### src/rtl/ctl_unit.sv
// ctl_unit: multi-cycle control unit for a small accumulator machine with
// inbox/outbox queues. Registered state and instruction register; every
// strobe is decoded from the current state, the held IR and the status inputs.
// Build option: INDIRECT_ADDR_EN enables the INDIRECT state, which does a
// second address load (AR <= mem[AR]) for operand opcodes 2-7 with IR[3]=1.
// Without it, IR[3] is ignored and ar_ind_ld stays 0.
module ctl_unit (
    input  logic       clk,
    input  logic       rst,
    input  logic [7:0] instr,
    input  logic       flag,
    input  logic       inbox_empty,
    input  logic       outbox_full,
    output logic [2:0] aluCtl,
    output logic       ir_ld,
    output logic       pc_inc,
    output logic       pc_ld,
    output logic       ar_ld,
    output logic       ar_ind_ld,
    output logic       mem_wr,
    output logic       r_ld,
    output logic       inbox_rd,
    output logic       outbox_wr,
    output logic [1:0] r_sel,
    output logic       halted,
    output logic       illegal
);

    typedef enum logic [2:0] {
        FETCH     = 3'd0,
        DECODE    = 3'd1,
        FETCH_ARG = 3'd2,
        EXEC      = 3'd3,
`ifdef INDIRECT_ADDR_EN
        INDIRECT  = 3'd5,
`endif
        HALT      = 3'd4
    } state_t;

    localparam logic [3:0] OP_INBOX    = 4'h0;
    localparam logic [3:0] OP_OUTBOX   = 4'h1;
    localparam logic [3:0] OP_COPYFROM = 4'h2;
    localparam logic [3:0] OP_COPYTO   = 4'h3;
    localparam logic [3:0] OP_ADD      = 4'h4;
    localparam logic [3:0] OP_SUB      = 4'h5;
    localparam logic [3:0] OP_BUMPUP   = 4'h6;
    localparam logic [3:0] OP_BUMPDN   = 4'h7;
    localparam logic [3:0] OP_JUMP     = 4'h8;
    localparam logic [3:0] OP_JUMPZ    = 4'h9;
    localparam logic [3:0] OP_JUMPN    = 4'hA;
    localparam logic [3:0] OP_HALT     = 4'hF;

    state_t     state;
    state_t     next_state;
    logic [7:0] ir;
    logic [3:0] opcode;

    assign opcode = ir[7:4];

    // Low IR bits carry the operand hint only; they never steer control here.
`ifdef INDIRECT_ADDR_EN
    logic unused_ir_bits;
    assign unused_ir_bits = ^ir[2:0];
`else
    logic unused_ir_bits;
    assign unused_ir_bits = ^ir[3:0];
`endif

    // State register and instruction register, cleared by synchronous reset.
    always_ff @(posedge clk) begin
        if (rst) begin
            state <= FETCH;
            ir    <= 8'h00;
        end else begin
            state <= next_state;
            if (state == FETCH) begin
                ir <= instr;
            end
        end
    end

    // Next-state and strobe decode; everything forced low while rst is high.
    always_comb begin
        next_state = state;
        aluCtl     = 3'b000;
        ir_ld      = 1'b0;
        pc_inc     = 1'b0;
        pc_ld      = 1'b0;
        ar_ld      = 1'b0;
        ar_ind_ld  = 1'b0;
        mem_wr     = 1'b0;
        r_ld       = 1'b0;
        inbox_rd   = 1'b0;
        outbox_wr  = 1'b0;
        r_sel      = 2'b00;
        halted     = 1'b0;
        illegal    = 1'b0;
        if (!rst) begin
            case (state)
                FETCH: begin
                    ir_ld      = 1'b1;
                    pc_inc     = 1'b1;
                    next_state = DECODE;
                end
                DECODE: begin
                    if (opcode == OP_INBOX || opcode == OP_OUTBOX) begin
                        next_state = EXEC;
                    end else if (opcode <= OP_JUMPN) begin
                        next_state = FETCH_ARG;
                    end else begin
                        next_state = HALT;
                    end
                end
                FETCH_ARG: begin
                    ar_ld      = 1'b1;
                    pc_inc     = 1'b1;
                    next_state = EXEC;
`ifdef INDIRECT_ADDR_EN
                    if (ir[3] && opcode >= OP_COPYFROM && opcode <= OP_BUMPDN) begin
                        next_state = INDIRECT;
                    end
`endif
                end
`ifdef INDIRECT_ADDR_EN
                INDIRECT: begin
                    ar_ind_ld  = 1'b1;
                    next_state = EXEC;
                end
`endif
                EXEC: begin
                    next_state = FETCH;
                    case (opcode)
                        OP_INBOX: begin
                            if (inbox_empty) begin
                                next_state = EXEC;
                            end else begin
                                r_ld     = 1'b1;
                                r_sel    = 2'b00;
                                inbox_rd = 1'b1;
                            end
                        end
                        OP_OUTBOX: begin
                            if (outbox_full) begin
                                next_state = EXEC;
                            end else begin
                                outbox_wr = 1'b1;
                            end
                        end
                        OP_COPYFROM: begin
                            r_ld  = 1'b1;
                            r_sel = 2'b01;
                        end
                        OP_COPYTO: begin
                            mem_wr = 1'b1;
                        end
                        OP_ADD: begin
                            r_ld   = 1'b1;
                            r_sel  = 2'b10;
                            aluCtl = 3'b000;
                        end
                        OP_SUB: begin
                            r_ld   = 1'b1;
                            r_sel  = 2'b10;
                            aluCtl = 3'b001;
                        end
                        OP_BUMPUP: begin
                            r_ld   = 1'b1;
                            r_sel  = 2'b10;
                            mem_wr = 1'b1;
                            aluCtl = 3'b010;
                        end
                        OP_BUMPDN: begin
                            r_ld   = 1'b1;
                            r_sel  = 2'b10;
                            mem_wr = 1'b1;
                            aluCtl = 3'b011;
                        end
                        OP_JUMP: begin
                            pc_ld = 1'b1;
                        end
                        OP_JUMPZ: begin
                            aluCtl = 3'b000;
                            pc_ld  = flag;
                        end
                        OP_JUMPN: begin
                            aluCtl = 3'b100;
                            pc_ld  = flag;
                        end
                        default: begin
                            next_state = FETCH;
                        end
                    endcase
                end
                HALT: begin
                    halted  = 1'b1;
                    illegal = (opcode != OP_HALT) && (opcode > OP_JUMPN);
                end
                default: begin
                    next_state = FETCH;
                end
            endcase
        end
    end

endmodule

### config.mk
export PLATFORM = sky130hd
export DESIGN_NAME = ctl_unit
export DESIGN_NICKNAME = d
export VERILOG_FILES = /design/src/rtl/ctl_unit.sv
export SDC_FILE = /design/constraint.sdc
export NUM_CORES = 1
export LEC_CHECK = 0
export ABC_CLOCK_PERIOD_IN_PS = 1100
export BUFFER_PORTS_ARGS = -buffer_cell sky130_fd_sc_hd__buf_2
export CAP_MARGIN = 5
export CORE_AREA = 3 3 42 44
export CTS_BUF_LIST = sky130_fd_sc_hd__clkbuf_4
export CTS_CLUSTER_DIAMETER = 100
export CTS_CLUSTER_SIZE = 40
export DETAILED_ROUTE_END_ITERATION = 12
export DIE_AREA = 0 0 45 47
export PLACE_DENSITY = 0.72
export SKIP_LAST_GASP = 1
export SLEW_MARGIN = 10
export SYNTH_ARGS = -nofsm -noshare
export SYNTH_HDL_FRONTEND = slang
export SYNTH_SLANG_ARGS = --single-unit
### constraint.sdc
create_clock -name clk -period 1.1 [get_ports clk]
set_clock_uncertainty 0.15 [all_clocks]
set_input_delay 0.11 -clock clk [delete_from_list [all_inputs] [get_ports clk]]
set_output_delay 0.11 -clock clk [all_outputs]
set_load 0.005 [all_outputs]
== After elaboration in Yosys (flattened, before gate mapping) ==
Index checks and enable logic that the tools add are counted.

* Latch bits: 0
* Bits in read-only memories: 0
* RAM bits: 0
* Flip-flop bits (word level): 11
* Output and inout port bits: 16
* Memories: 0
* Bits of input ports: 13

* Reduce and logical (&&, ||, !) cells: 9
* Eq/ne operators: 15
* $lt $le $gt $ge: 2
* Bitwise operators: 0
* Muxes and demuxes: 39
* Shifts and indexed selects: 0
* $mul: 0
* Divide/modulo/power cells: 0
* $add $sub $neg: 0

{| class="wikitable"
|+ Operators with widths
! operator !! count
|-
| 2-to-1 mux 1 bit || 25
|-
| == test 4 x 3 -> 1 bit, second input constant || 4
|-
| case mux 3 bit (5 select lines) || 1
|-
| == test 4 bit, second input constant || 3
|-
| 2-to-1 mux 3 bit || 4
|-
| case mux 3 bit (4 select lines) || 1
|-
| == test 4 x 2 -> 1 bit, second input constant || 2
|-
| 2-to-1 mux 2 bit || 4
|-
| case mux 2 bit (2 select lines) || 2
|-
| == test 3 x 2 -> 1 bit, second input constant || 2
|-
| OR reduction 5 bit || 1
|-
| == test 4 x 1 -> 1 bit, second input constant || 1
|-
| greater-than comparator 4 bit, second input constant || 1
|-
| <= comparator 4 bit, second input constant || 1
|-
| logical NOT 4 bit || 1
|-
| inequality test 4 bit, second input constant || 1
|-
| case mux 1 bit (2 select lines) || 2
|-
| OR reduction 2 bit || 2
|-
| OR reduction 4 bit || 1
|-
| == test 3 x 1 -> 1 bit, second input constant || 1
|-
| == test 3 bit, second input constant || 1
|-
| logical NOT 3 bit || 1
|-
| OR reduction 3 bit || 1
|-
| logical AND 1 bit || 1
|-
| logical OR 1 bit || 1
|}

== Depth between registers and ports, before layout ==
* Word-level depth: 5
* Gate-level depth with buffers: 4

== Worst setup path after synthesis ==
OpenSTA, ideal clock, no wires.

* Path type: register to output
* Start: reg state[2]
* End: out mem_wr
* Path buffers: 1
* Setup slack: -0.147 ns
* Stages on the path, launching flop included: 5
* Arrival time: 0.987 ns
* Path through: dfxtp_1 buf_2 and4bb_1 nand2_2 nor3_2

* Word-level cells in the longest chain between the ends: 3

{| class="wikitable"
|+ RTL lines
! item !! line !! RTL
|-
| start, declared || 53 || <nowiki>state_t state;</nowiki>
|-
| start signal, assigned || 75 || <nowiki>state <= next_state;</nowiki>
|-
| == test 3 x 2 -> 1 bit || 99 || <nowiki>case (state)</nowiki>
|-
| 2-to-1 mux 1 bit || 99 ||
|-
| 2-to-1 mux 1 bit || 98 || <nowiki>if (!rst) begin</nowiki>
|-
| end, declared || 20 || <nowiki>output logic mem_wr,</nowiki>
|}

Every way passes these cells.

== Final worst setup path ==
Ends and elaborated chain as after synthesis.

==> metrics <==
total track usage 0.197; Power, Total between 0.001 and 0.0015 W; Via density 5.15; Placement Rows 14; Primary FF master, synth dfxtp_1; post-synth top area share 0.236; Root Driver clkbuf_4; syn nets 85; post-DP HPWL 1230 µm; RR Startpoint state[0]; HP Class in -> reg; most frequent cells in the layout buf_2 (23), buf_4 (22), buf_6 (10); Syn-to-layout area delta 95.6%; highest clock rate 0.627 GHz; Overflow after GRT 0; Initial Util 0.404; Die X 45 µm; warnings from Yosys 0; first-pass GRT wire length around 3000 µm; # Max-Cap Violations 0; R2R Path End ir[5]; Hold EP ir[6]; Post-synth EDFFs 0; max-slew violations 0; sequential area share after synthesis 0.236; pwr/cell area 1130 nW/µm²; worst reg-to-reg setup slack -0.39 ns; Clk Latency, worst-skew pair 0.25 ns; worst vdd ir 0.817 mV; Final Hold Viols 0; hold path cells 3; CP startpoint kind register; DR pass1 iterations 4; RSZ-0062 raised after global routing true; Die Y 47 µm; ys async rst share 0; leading area contributor after synthesis dfxtp_1; layout net count 141; leading post-synthesis cells by cell area dfxtp_1 (24%), nor3_2 (10%), mux2i_1 (6.7%), nor2_1 (6.3%), nor4b_2 (5.1%); WL/cell 15.7 µm; largest net degree at the start of global routing 10; crit end category output pin; WL final between 2000 and 2500 µm; Hold Crit Start rst; Crit path required time ~0.84 ns; post-synth cell types 30; post-synthesis register bit count 7; register area 164 µm²; Finish-stage setup viols 22; crit share post-route 1.45; CTS Buffer Depth 2; DR iter-0 viols 19; Pleak 0.546 nW; Layout fillers 87; ratio of cells with drive above 1 in the final layout 0.764; WHS 0.0823 ns; io pins 29; vias in the first global route 717; Clock transition at path regs 0.05 ns; type of the worst setup path reg -> out; commonest non-fill, non-tap cell in the layout buf_2; Setup TNS Final -7.46 ns; DR vias between 700 and 800; multi-input combinational cell area 502 µm²; critical path arrival 1.33 ns; I/O Buffers 23; CTS sink count 7; post-detailed-route count of antenna-violating nets 0; Core Area between 1000 and 1500 µm²; Die Area 2120 µm²; Synth Cell Area 594 µm²; initial antenna violation count 0; Cells after Synth between 70 and 80; Mean Syn Cell Area 8.25 µm²; cts bufs inserted 3; Register-to-Register Path Depth 6; CTS H-Tree Depth 1; min Tclk post-route 1.59 ns; CP Max Fanout 4; # diodes 0; failing checks negative setup slack; GP Congestion 0.830; # DRC 0; status finished with violations; CTS tree done; setup ws final -0.495 ns
routing by layer:
| metal | vias to the layer above | part of all wire | track usage |
|---|---|---|---|
| met1 | 348 | 0.39 | 0.203 |
| met5 | - | 0 | 0 |
| met4 | 0 | 0.034 | 0.0994 |
| li1 | 354 | - | - |
| met2 | 27 | 0.54 | 0.373 |
| met3 | 8 | 0.038 | 0.0421 |
critical path, cell delays in order, from the launching register on:
cell and delay (ns):
dfxtp_2 0.34, and4bb_2 0.36, nand2_4 0.09, nor3_2 0.16, buf_2 0.13
through the flow:
step	std cells	area (µm²)	util	worst slack [ns]
2_1_floorplan	72	647	-	-0.141
3_3_place_gp	122	852	0.579	-0.222
3_5_place_dp	122	852	0.579	-0.253
4_1_cts	140	1080	0.735	-0.456
5_1_grt	143	1160	0.790	-0.515
6_report	143	1160	0.790	-0.495
cells by family (layout without fill, tap and decap cells):
family / Yosys count / after routing / synth area share
AO/OA/AOI/OAI: 7 / 7 / 0.0863
XOR/XNOR: 1 / 1 / 0.0147
adder cells (fa/ha/maj): 1 / 1 / 0.0189
buffers and inverters: 11 / 66 / 0.120
flip-flops: 7 / 7 / 0.236
multiplexers: 5 / 5 / 0.0863
other: 1 / 1 / 0.00631
AND/OR/NAND/NOR: 39 / 39 / 0.432
registers in the layout, indices dropped and copies added, names as in the netlist:
signal	cells
ir	4
state	3
what timing repair did:
action	in CTS	in global routing
gates resized for setup	24	17
hold buffers	4	0
endpoints found under the hold margin	4	0
buffers inserted	10	4
pin swaps	12	12
setup endpoints to repair	22	22
synthesized netlist by cell type, types with 2 or more instances:
cell	number
buf_6	2
nand2b_1	3
nor3_2	6
inv_1	3
nor4b_2	2
buf_2	3
nor2_1	10
nor2b_1	2
nor3_1	3
nand2_1	5
mux2i_1	4
dfxtp_1	7
a21oi_1	3
buf_4	3
power by group:
| group | total [W] | internal [W] | switching (W) |
|---|---|---|---|
| logic | 0.000700 | 0.000403 | 0.000297 |
| clock network | 0.000256 | 0.000163 | 0.0000931 |
| registers | 0.000360 | 0.000295 | 0.0000652 |
| total | 0.00132 | 0.000861 | 0.000455 |
area by class of cell:
cell class | instances | area share
multi-input combinational | 54 | 0.432
timing repair buffer | 59 | 0.372
sequential | 7 | 0.141
clock buffer | 4 | 0.0258
tap | 16 | 0.0172
inverter | 3 | 0.0118
how the worst max path moves through the flow:
| stage | cells past startpoint | end | slack [ns] | start |
|---|---|---|---|---|
| 2_1_floorplan | 3 | pc_ld | -0.14 | ir[4] |
| 6_report | 4 | mem_wr | -0.49 | state[2] |
| 4_1_cts | 3 | pc_ld | -0.46 | ir[4] |
| 5_1_grt | 4 | illegal | -0.52 | state[0] |
| 3_5_place_dp | 3 | pc_ld | -0.25 | ir[4] |
| 3_3_place_gp | 3 | pc_ld | -0.22 | ir[4] |
No activity file was read; power rests on OpenSTA's default activity.
